## config.mk

```make
export PLATFORM = sky130hd
export DESIGN_NAME = core_fetch_queue_flat
export DESIGN_NICKNAME = d
export VERILOG_FILES = /design/src/rtl/core_fetch_pkg.sv /design/src/rtl/core_fetch_queue_if.sv /design/src/rtl/fetch_fifo.sv /design/src/rtl/core_fetch_queue.sv /design/src/flat_wrapper.sv
export SDC_FILE = /design/constraint.sdc
export NUM_CORES = 1
export LEC_CHECK = 0
export BUFFER_PORTS_ARGS = -buffer_cell sky130_fd_sc_hd__buf_2
export CORE_ASPECT_RATIO = 1.2
export CORE_UTILIZATION = 60
export CTS_CLUSTER_SIZE = 14
export DETAILED_ROUTE_END_ITERATION = 8
export PLACE_DENSITY = 0.8
export SYNTH_ARGS = -nofsm -noshare
export SYNTH_HDL_FRONTEND = slang
export SYNTH_SLANG_ARGS = --single-unit
```

## constraint.sdc

```tcl
create_clock -name clk_i -period 4 [get_ports clk_i]
set_input_delay 0.6 -clock clk_i [delete_from_list [all_inputs] [get_ports clk_i]]
set_output_delay 0.6 -clock clk_i [all_outputs]
set_load 0.02 [all_outputs]
```

## src/rtl/core_fetch_pkg.sv

```systemverilog
// core_fetch_pkg: shared types and constants for the instruction-fetch front end.
// A queue entry pairs an instruction word with the PC it was fetched from.
package core_fetch_pkg;

    // Word width that the entry layout below is built for.
    localparam int FETCH_XLEN = 32;

    // Canonical RISC-V NOP (addi x0, x0, 0), driven while no instruction is valid.
    localparam logic [FETCH_XLEN-1:0] FETCH_NOP_INSTR = 32'h0000_0013;

    // Default first fetch address after reset.
    localparam logic [FETCH_XLEN-1:0] FETCH_RESET_PC = 32'h1000_0000;

    typedef struct packed {
        logic [FETCH_XLEN-1:0] pc;
        logic [FETCH_XLEN-1:0] instr;
    } fetch_entry_t;

endpackage

```

## src/rtl/core_fetch_queue_if.sv

```systemverilog
// core_fetch_queue_if: IMEM request/response port plus the decode-side
// valid/ready handshake. Signal suffixes are from the fetch queue's viewpoint;
// the fetch queue binds the master modport, IMEM/decode bind the slave modport.
interface core_fetch_queue_if #(
    parameter int XLEN = 32
);
    logic            imem_req_o;
    logic [XLEN-1:0] imem_addr_o;
    logic            imem_rvalid_i;
    logic [XLEN-1:0] imem_rdata_i;
    logic            instr_valid_o;
    logic [XLEN-1:0] instr_o;
    logic [XLEN-1:0] pc_instr_o;
    logic            instr_ready_i;

    modport master (
        output imem_req_o,
        output imem_addr_o,
        input  imem_rvalid_i,
        input  imem_rdata_i,
        output instr_valid_o,
        output instr_o,
        output pc_instr_o,
        input  instr_ready_i
    );

    modport slave (
        input  imem_req_o,
        input  imem_addr_o,
        output imem_rvalid_i,
        output imem_rdata_i,
        input  instr_valid_o,
        input  instr_o,
        input  pc_instr_o,
        output instr_ready_i
    );
endinterface

```

## src/rtl/fetch_fifo.sv

```systemverilog
// fetch_fifo: generic DEPTH-entry synchronous FIFO with wrap-around pointers,
// a synchronous flush that empties it in one cycle, and an occupancy count.
// DEPTH must be a power of two so the pointers wrap naturally.
module fetch_fifo #(
    parameter int DEPTH = 4,
    parameter int WIDTH = 64
) (
    input  logic                   clk_i,
    input  logic                   rst_i,
    input  logic                   flush_i,
    input  logic                   push_i,
    input  logic [WIDTH-1:0]       wdata_i,
    input  logic                   pop_i,
    output logic [WIDTH-1:0]       rdata_o,
    output logic [$clog2(DEPTH):0] count_o,
    output logic                   empty_o
);
    localparam int AW = $clog2(DEPTH);
    localparam int CW = AW + 1;

    logic [WIDTH-1:0] mem_q [DEPTH];
    logic [AW-1:0]    wr_ptr_q;
    logic [AW-1:0]    rd_ptr_q;
    logic [CW-1:0]    count_q;
    logic             full;

    // Pointer and occupancy bookkeeping; flush outranks push and pop.
    always_ff @(posedge clk_i or posedge rst_i) begin
        // NOTE: state registers use non-blocking assignments so every flop samples pre-edge values.
        if (rst_i) begin
            wr_ptr_q <= '0;
            rd_ptr_q <= '0;
            count_q  <= '0;
        end else if (flush_i) begin
            wr_ptr_q <= '0;
            rd_ptr_q <= '0;
            count_q  <= '0;
        end else begin
            if (push_i) wr_ptr_q <= wr_ptr_q + AW'(1);
            if (pop_i)  rd_ptr_q <= rd_ptr_q + AW'(1);
            count_q <= count_q + CW'(push_i) - CW'(pop_i);
        end
    end

    // Entry storage write.
    always_ff @(posedge clk_i) begin
        // NOTE: storage is deliberately not reset; the count alone decides which entries are live.
        if (push_i && !flush_i) mem_q[wr_ptr_q] <= wdata_i;
    end

    assign rdata_o = mem_q[rd_ptr_q];
    assign count_o = count_q;
    assign empty_o = (count_q == '0);
    assign full    = (count_q == CW'(DEPTH));

    // Overflow would mean the upstream credit check is broken.
    assert property (@(posedge clk_i) disable iff (rst_i)
        !(push_i && !pop_i && !flush_i && full))
        else $error("fetch_fifo: push while full");

endmodule

```

## src/rtl/core_fetch_queue.sv

```systemverilog
// core_fetch_queue: instruction-fetch front end. Issues sequential word
// requests to a one-cycle-latency IMEM, buffers {pc, instr} in a DEPTH-entry
// queue and presents the head to decode under valid/ready. A redirect flushes
// the queue and discards any stale response.
// Optional feature macro: FETCH_QUEUE_BYPASS_EN -- a response arriving while
// the queue is empty drives the outputs combinationally in the same cycle.
module core_fetch_queue
    import core_fetch_pkg::*;
#(
    parameter int              XLEN      = FETCH_XLEN,
    parameter int              DEPTH     = 4,
    parameter logic [XLEN-1:0] RESET_PC  = FETCH_RESET_PC,
    parameter logic [XLEN-1:0] NOP_INSTR = FETCH_NOP_INSTR
) (
    input  logic                   clk_i,
    input  logic                   rst_i,
    input  logic                   flush_i,
    input  logic [XLEN-1:0]        flush_pc_i,
    input  logic                   dma_stall_i,
    core_fetch_queue_if.master     bus,
    output logic [$clog2(DEPTH):0] count_o
);
    localparam int CW = $clog2(DEPTH) + 1;
    localparam int EW = $bits(fetch_entry_t);

    logic [XLEN-1:0] pc_fetch_q, pc_fetch_d;
    logic [XLEN-1:0] inflight_pc_q, inflight_pc_d;
    logic            inflight_q, inflight_d;
    logic            drop_q, drop_d;

    logic            credit_ok;
    logic            req;
    logic            resp_accept;
    logic            bypass_hit;
    logic            head_valid;
    logic            pop;
    logic            fifo_push;
    logic            fifo_pop;
    logic            fifo_empty;
    logic [CW-1:0]   fifo_count;
    fetch_entry_t    resp_entry;
    fetch_entry_t    fifo_rdata;
    fetch_entry_t    head;

    // A request is only issued if its response is guaranteed a free slot.
    assign credit_ok = (fifo_count + CW'(inflight_q)) < CW'(DEPTH);
    assign req       = !rst_i && !flush_i && !dma_stall_i && credit_ok;

    // A response is only meaningful if we asked for it and it is not stale.
    assign resp_accept = bus.imem_rvalid_i && inflight_q && !drop_q && !flush_i;
    assign resp_entry  = '{pc: inflight_pc_q, instr: bus.imem_rdata_i};

`ifdef FETCH_QUEUE_BYPASS_EN
    assign bypass_hit = resp_accept && fifo_empty;
    assign head       = fifo_empty ? resp_entry : fifo_rdata;
    // A bypassed response consumed by decode never needs to be stored.
    assign fifo_push  = resp_accept && !(bypass_hit && bus.instr_ready_i);
    assign fifo_pop   = pop && !fifo_empty;
`else
    assign bypass_hit = 1'b0;
    assign head       = fifo_rdata;
    assign fifo_push  = resp_accept;
    assign fifo_pop   = pop;
`endif

    assign head_valid = !fifo_empty || bypass_hit;
    assign pop        = head_valid && bus.instr_ready_i && !flush_i;

    fetch_fifo #(
        .DEPTH (DEPTH),
        .WIDTH (EW)
    ) u_fifo (
        .clk_i   (clk_i),
        .rst_i   (rst_i),
        .flush_i (flush_i),
        .push_i  (fifo_push),
        .wdata_i (resp_entry),
        .pop_i   (fifo_pop),
        .rdata_o (fifo_rdata),
        .count_o (fifo_count),
        .empty_o (fifo_empty)
    );

    // Next fetch PC, in-flight tracking and stale-response drop flag.
    always_comb begin
        // NOTE: every signal gets a default first so no path leaves it unassigned (no latch).
        pc_fetch_d    = pc_fetch_q;
        inflight_pc_d = inflight_pc_q;
        inflight_d    = req;
        drop_d        = 1'b0;
        if (flush_i) begin
            pc_fetch_d = flush_pc_i & ~XLEN'(3);
            drop_d     = inflight_q;
        end else if (req) begin
            pc_fetch_d    = pc_fetch_q + XLEN'(4);
            inflight_pc_d = pc_fetch_q;
        end
    end

    // Fetch-side state registers.
    always_ff @(posedge clk_i or posedge rst_i) begin
        if (rst_i) begin
            pc_fetch_q    <= RESET_PC;
            inflight_pc_q <= '0;
            inflight_q    <= 1'b0;
            drop_q        <= 1'b0;
        end else begin
            pc_fetch_q    <= pc_fetch_d;
            inflight_pc_q <= inflight_pc_d;
            inflight_q    <= inflight_d;
            drop_q        <= drop_d;
        end
    end

    // Address is held low when idle so every output is quiet in reset.
    assign bus.imem_req_o    = req;
    assign bus.imem_addr_o   = req ? pc_fetch_q : '0;
    assign bus.instr_valid_o = head_valid;
    assign bus.instr_o       = head_valid ? head.instr : NOP_INSTR;
    assign bus.pc_instr_o    = head_valid ? head.pc : '0;
    assign count_o           = fifo_count;

endmodule

```

## src/flat_wrapper.sv

```systemverilog
// flat-port wrapper written by rule: the top's interface ports become plain ports
module core_fetch_queue_flat import core_fetch_pkg::*;
#(
    parameter int              XLEN      = FETCH_XLEN,
    parameter int              DEPTH     = 4,
    parameter logic [XLEN-1:0] RESET_PC  = FETCH_RESET_PC,
    parameter logic [XLEN-1:0] NOP_INSTR = FETCH_NOP_INSTR
)
  (clk_i, rst_i, flush_i, flush_pc_i, dma_stall_i, count_o, bus_imem_req_o, bus_imem_addr_o, bus_imem_rvalid_i, bus_imem_rdata_i, bus_instr_valid_o, bus_instr_o, bus_pc_instr_o, bus_instr_ready_i);
  core_fetch_queue_if #(.XLEN(XLEN)) bus_i ();
  input  logic clk_i;
  input  logic rst_i;
  input  logic flush_i;
  input  logic [XLEN-1:0] flush_pc_i;
  input  logic dma_stall_i;
  output logic [$clog2(DEPTH):0] count_o;
  output wire logic [$bits(bus_i.imem_req_o)-1:0] bus_imem_req_o;
  output wire logic [$bits(bus_i.imem_addr_o)-1:0] bus_imem_addr_o;
  input wire logic [$bits(bus_i.imem_rvalid_i)-1:0] bus_imem_rvalid_i;
  input wire logic [$bits(bus_i.imem_rdata_i)-1:0] bus_imem_rdata_i;
  output wire logic [$bits(bus_i.instr_valid_o)-1:0] bus_instr_valid_o;
  output wire logic [$bits(bus_i.instr_o)-1:0] bus_instr_o;
  output wire logic [$bits(bus_i.pc_instr_o)-1:0] bus_pc_instr_o;
  input wire logic [$bits(bus_i.instr_ready_i)-1:0] bus_instr_ready_i;
  assign bus_imem_req_o = bus_i.imem_req_o;
  assign bus_imem_addr_o = bus_i.imem_addr_o;
  assign bus_i.imem_rvalid_i = bus_imem_rvalid_i;
  assign bus_i.imem_rdata_i = bus_imem_rdata_i;
  assign bus_instr_valid_o = bus_i.instr_valid_o;
  assign bus_instr_o = bus_i.instr_o;
  assign bus_pc_instr_o = bus_i.pc_instr_o;
  assign bus_i.instr_ready_i = bus_instr_ready_i;
  core_fetch_queue #(.XLEN(XLEN), .DEPTH(DEPTH), .RESET_PC(RESET_PC), .NOP_INSTR(NOP_INSTR)) u_core (.clk_i(clk_i), .rst_i(rst_i), .flush_i(flush_i), .flush_pc_i(flush_pc_i), .dma_stall_i(dma_stall_i), .bus(bus_i), .count_o(count_o));
endmodule
```

==> reports/qor.txt <==
Reg power frac -> 0.473
Worst Skew -> 10.6 ps
Starting density of the core -> 0.618
Slowest cell on the critical path -> dfrtp_4
Post-synth EDFFs -> 248
Clock share of power -> 0.326
Initial antenna violation count -> 0
Synth cell types -> 48
Antenna cells -> 0
Net Sw Power -> 2.46 mW
Sequential element share of the synthesized area -> 0.703
Maximum VDD drop -> 0.451 mV
Mapped Area -> 13000 um^2
Crit path buffers/inverters -> 2
CP delay by family, top -> flip-flops
CORE AREA -> 21100 um^2
Via count -> 7042
Worst Tran Pin Value -> 975 ps
Fraction of registers with async set/reset -> 0.218
Status -> completed
Total power per unit cell area -> 588 nW/um^2
CTS Buffer Depth -> 3
Final TNS setup -> 0 ps
Number of global-route vias before repair -> 7074
Port Buffer Count -> 164
Post-layout min period -> 3210 ps
Final period utilization -> 0.801
Die Wd -> 137 um
DP Wirelength -> 14800 um
Setup ws final -> 794 ps
Clk slew on worst S/H paths -> 60 ps
Pint -> 6.46 mW
Leakage -> 5.68 nW
Area growth syn-to-layout -> 16.5%
Slew Limit Headroom -> 0.350
H-tree Lvls -> 1
Clock sinks -> 317
Pin count of the biggest net entering global routing -> 63
Nets@finish -> 1004
Synth Flop Type -> edfxtp_1
Layout cells sized above 1 -> 0.360
Number of CTS-inserted buffers -> 30
Max-cap viol count -> 0
Finished Layout Cells -> 1220
DR WL/cell -> 20.0 um
GPL Wtd Cong -> 0.896
Pre-CTS WS -> 1200 ps
Total chip power -> 8.93 mW
Antenna Violating Nets Remaining -> 0
CP Capture Type -> output pin
Gate Count Post-Synth -> 758
#FFs+latches synth -> 317
Finished Core Util -> 0.719
Final setup fails -> 0
Global-route wire length before repair -> 38800 um
Die area -> 22300 um^2
Vias per cell -> 5.77
Comb pwr share -> 0.201
Crit start category -> register
Row cnt -> 58
Sw Ratio -> 0.276
CP required -> 3400 ps
WP data arrival -> 2610 ps
DRT Pass-1 Iters -> 5
Hold bufs inserted after CTS -> 0
CP Cell Sequence -> buf_12 > mux4_2 > and2_1 > buf_2
# resized after CTS -> 0
RSZ-0062 raised after global routing -> false
Largest stage delay on the critical path -> 830 ps
Remaining global-route overflow -> 0
Worst-skew pair later-pin latency -> 540 ps
Die H -> 164 um
Yosys top cell by area -> edfxtp_1
Total routed wirelength -> 24400 um
Synthesis Warnings -> 0
Final hold vios -> 0
Setup Buffers After CTS -> 0
Number of top-level pins -> 171
Avg Inst Size Synth -> 17.2 um^2
Total GRT Usage -> 0.230
Area contributors post-synth -> edfxtp_1, dfrtp_1, mux4_2, and2_1, mux2_2
Max Freq -> 0.312 GHz
Most frequent cells after synthesis -> edfxtp_1, and2_1, dfrtp_1, mux4_2, mux2_2
Cells after DPL -> 1164
Crit Path Category -> reg -> out
Iteration-0 DRC Markers -> 493
Root Driver -> clkbuf_16
Maximum fanout along the worst path -> 29
Worst hold-check path type -> in -> async
Pins Over Slew Limit -> 0
Synth top area share -> 0.571
Most frequent cell after synthesis -> edfxtp_1
CTS tree -> built
Drt drc -> 0
-- metal layers --
layer,up-vias,global-route usage,part of all wire
met2,252,0.390,0.51
li1,3244,-,-
met3,28,0.0313,0.057
met1,3518,0.318,0.42
met5,-,0,0
met4,0,0.0505,0.014
-- worst paths after layout --
check,startpoint,to,slack [ps],cells past startpoint
min in group clk_i,bus_imem_rdata_i[30],u_core.u_fifo.mem_q[2][30],270,1
setup / recovery,u_core.u_fifo.rd_ptr_q[0],bus_instr_o[21],790,4
hold / removal,rst_i,u_core.pc_fetch_q[9],260,2
max in group asynchronous,rst_i,u_core.pc_fetch_q[28],2950,3
hold reg to reg,u_core.inflight_pc_q[9],u_core.u_fifo.mem_q[1][41],510,0
setup reg to reg,u_core.u_fifo.count_o[1],u_core.pc_fetch_q[15],1350,5
-- cell families after synthesis --
kind of cell	synth area share
AND/OR/NAND/NOR	0.0942
adder cells (fa/ha/maj)	0.00825
XOR/XNOR	0.0154
other	0.000287
multiplexers	0.137
flip-flops	0.703
AO/OA/AOI/OAI	0.0181
buffers and inverters	0.0233
-- final cells by class --
class | count | area [um^2]
Tap cell | 270 | 338
Clock inverter | 11 | 168
Inverter | 12 | 45.0
Fill cell | 1311 | 5930
Clock buffer | 45 | 868
Sequential cell | 317 | 9180
Multi-Input combinational cell | 386 | 3580
Timing Repair Buffer | 179 | 1010
-- state kept, by name, summed over array words and instances (netlist names) --
signal,cells
u_core.u_fifo.mem_q,248
u_core.inflight_pc_q,30
u_core.pc_fetch_q,30
u_core.u_fifo.count_o,3
u_core.u_fifo.rd_ptr_q,2
u_core.u_fifo.wr_ptr_q,2
u_core.drop_q,1
u_core.inflight_q,1
-- per-stage QoR --
step / hold WS (ps) / cell area (um^2)
floorplan: 472 / 13100
global placement: 490 / 14200
detailed placement: 503 / 14200
CTS: 244 / 15200
global route: 255 / 15200
finish: 257 / 15200
-- layout by cell type (no fill, tap or decap), types with 3 or more instances in the layout --
| cell | netlist | final |
|---|---|---|
| or2_2 | 6 | 6 |
| or3_1 | 3 | 3 |
| nor3_1 | 9 | 9 |
| a31oi_1 | 4 | 4 |
| buf_12 | 0 | 6 |
| xor2_1 | 18 | 18 |
| clkbuf_1 | 24 | 10 |
| ha_1 | 7 | 7 |
| nor4_1 | 4 | 4 |
| clkbuf_8 | 3 | 4 |
| xnor2_1 | 5 | 5 |
| buf_4 | 4 | 9 |
| and2_2 | 1 | 5 |
| conb_1 | 1 | 4 |
| dfrtp_1 | 68 | 66 |
| bufinv_16 | 0 | 4 |
| and3_1 | 29 | 29 |
| and2_1 | 68 | 64 |
| mux2_2 | 32 | 32 |
| mux2i_1 | 3 | 3 |
| a311o_1 | 3 | 3 |
| o21ai_0 | 23 | 23 |
| nand2_1 | 31 | 31 |
| nand3_1 | 13 | 13 |
| clkinvlp_4 | 0 | 3 |
| inv_1 | 12 | 11 |
| mux4_2 | 62 | 62 |
| nor2_1 | 22 | 21 |
| a21oi_1 | 3 | 3 |
| nand4_1 | 18 | 18 |
| buf_2 | 10 | 164 |
| edfxtp_1 | 248 | 248 |
| clkbuf_16 | 0 | 31 |
-- power groups by stage --
stage	combinational [mW]	sequential, mW	clock [mW]
final	1.80	4.22	2.91
after global routing	1.96	4.27	3.09
after CTS	1.84	4.23	2.96
after detailed placement	1.82	4.30	0
after global placement	1.80	4.27	0
after floorplan	1.35	4.12	0
Power figures use the tool's default switching activity.
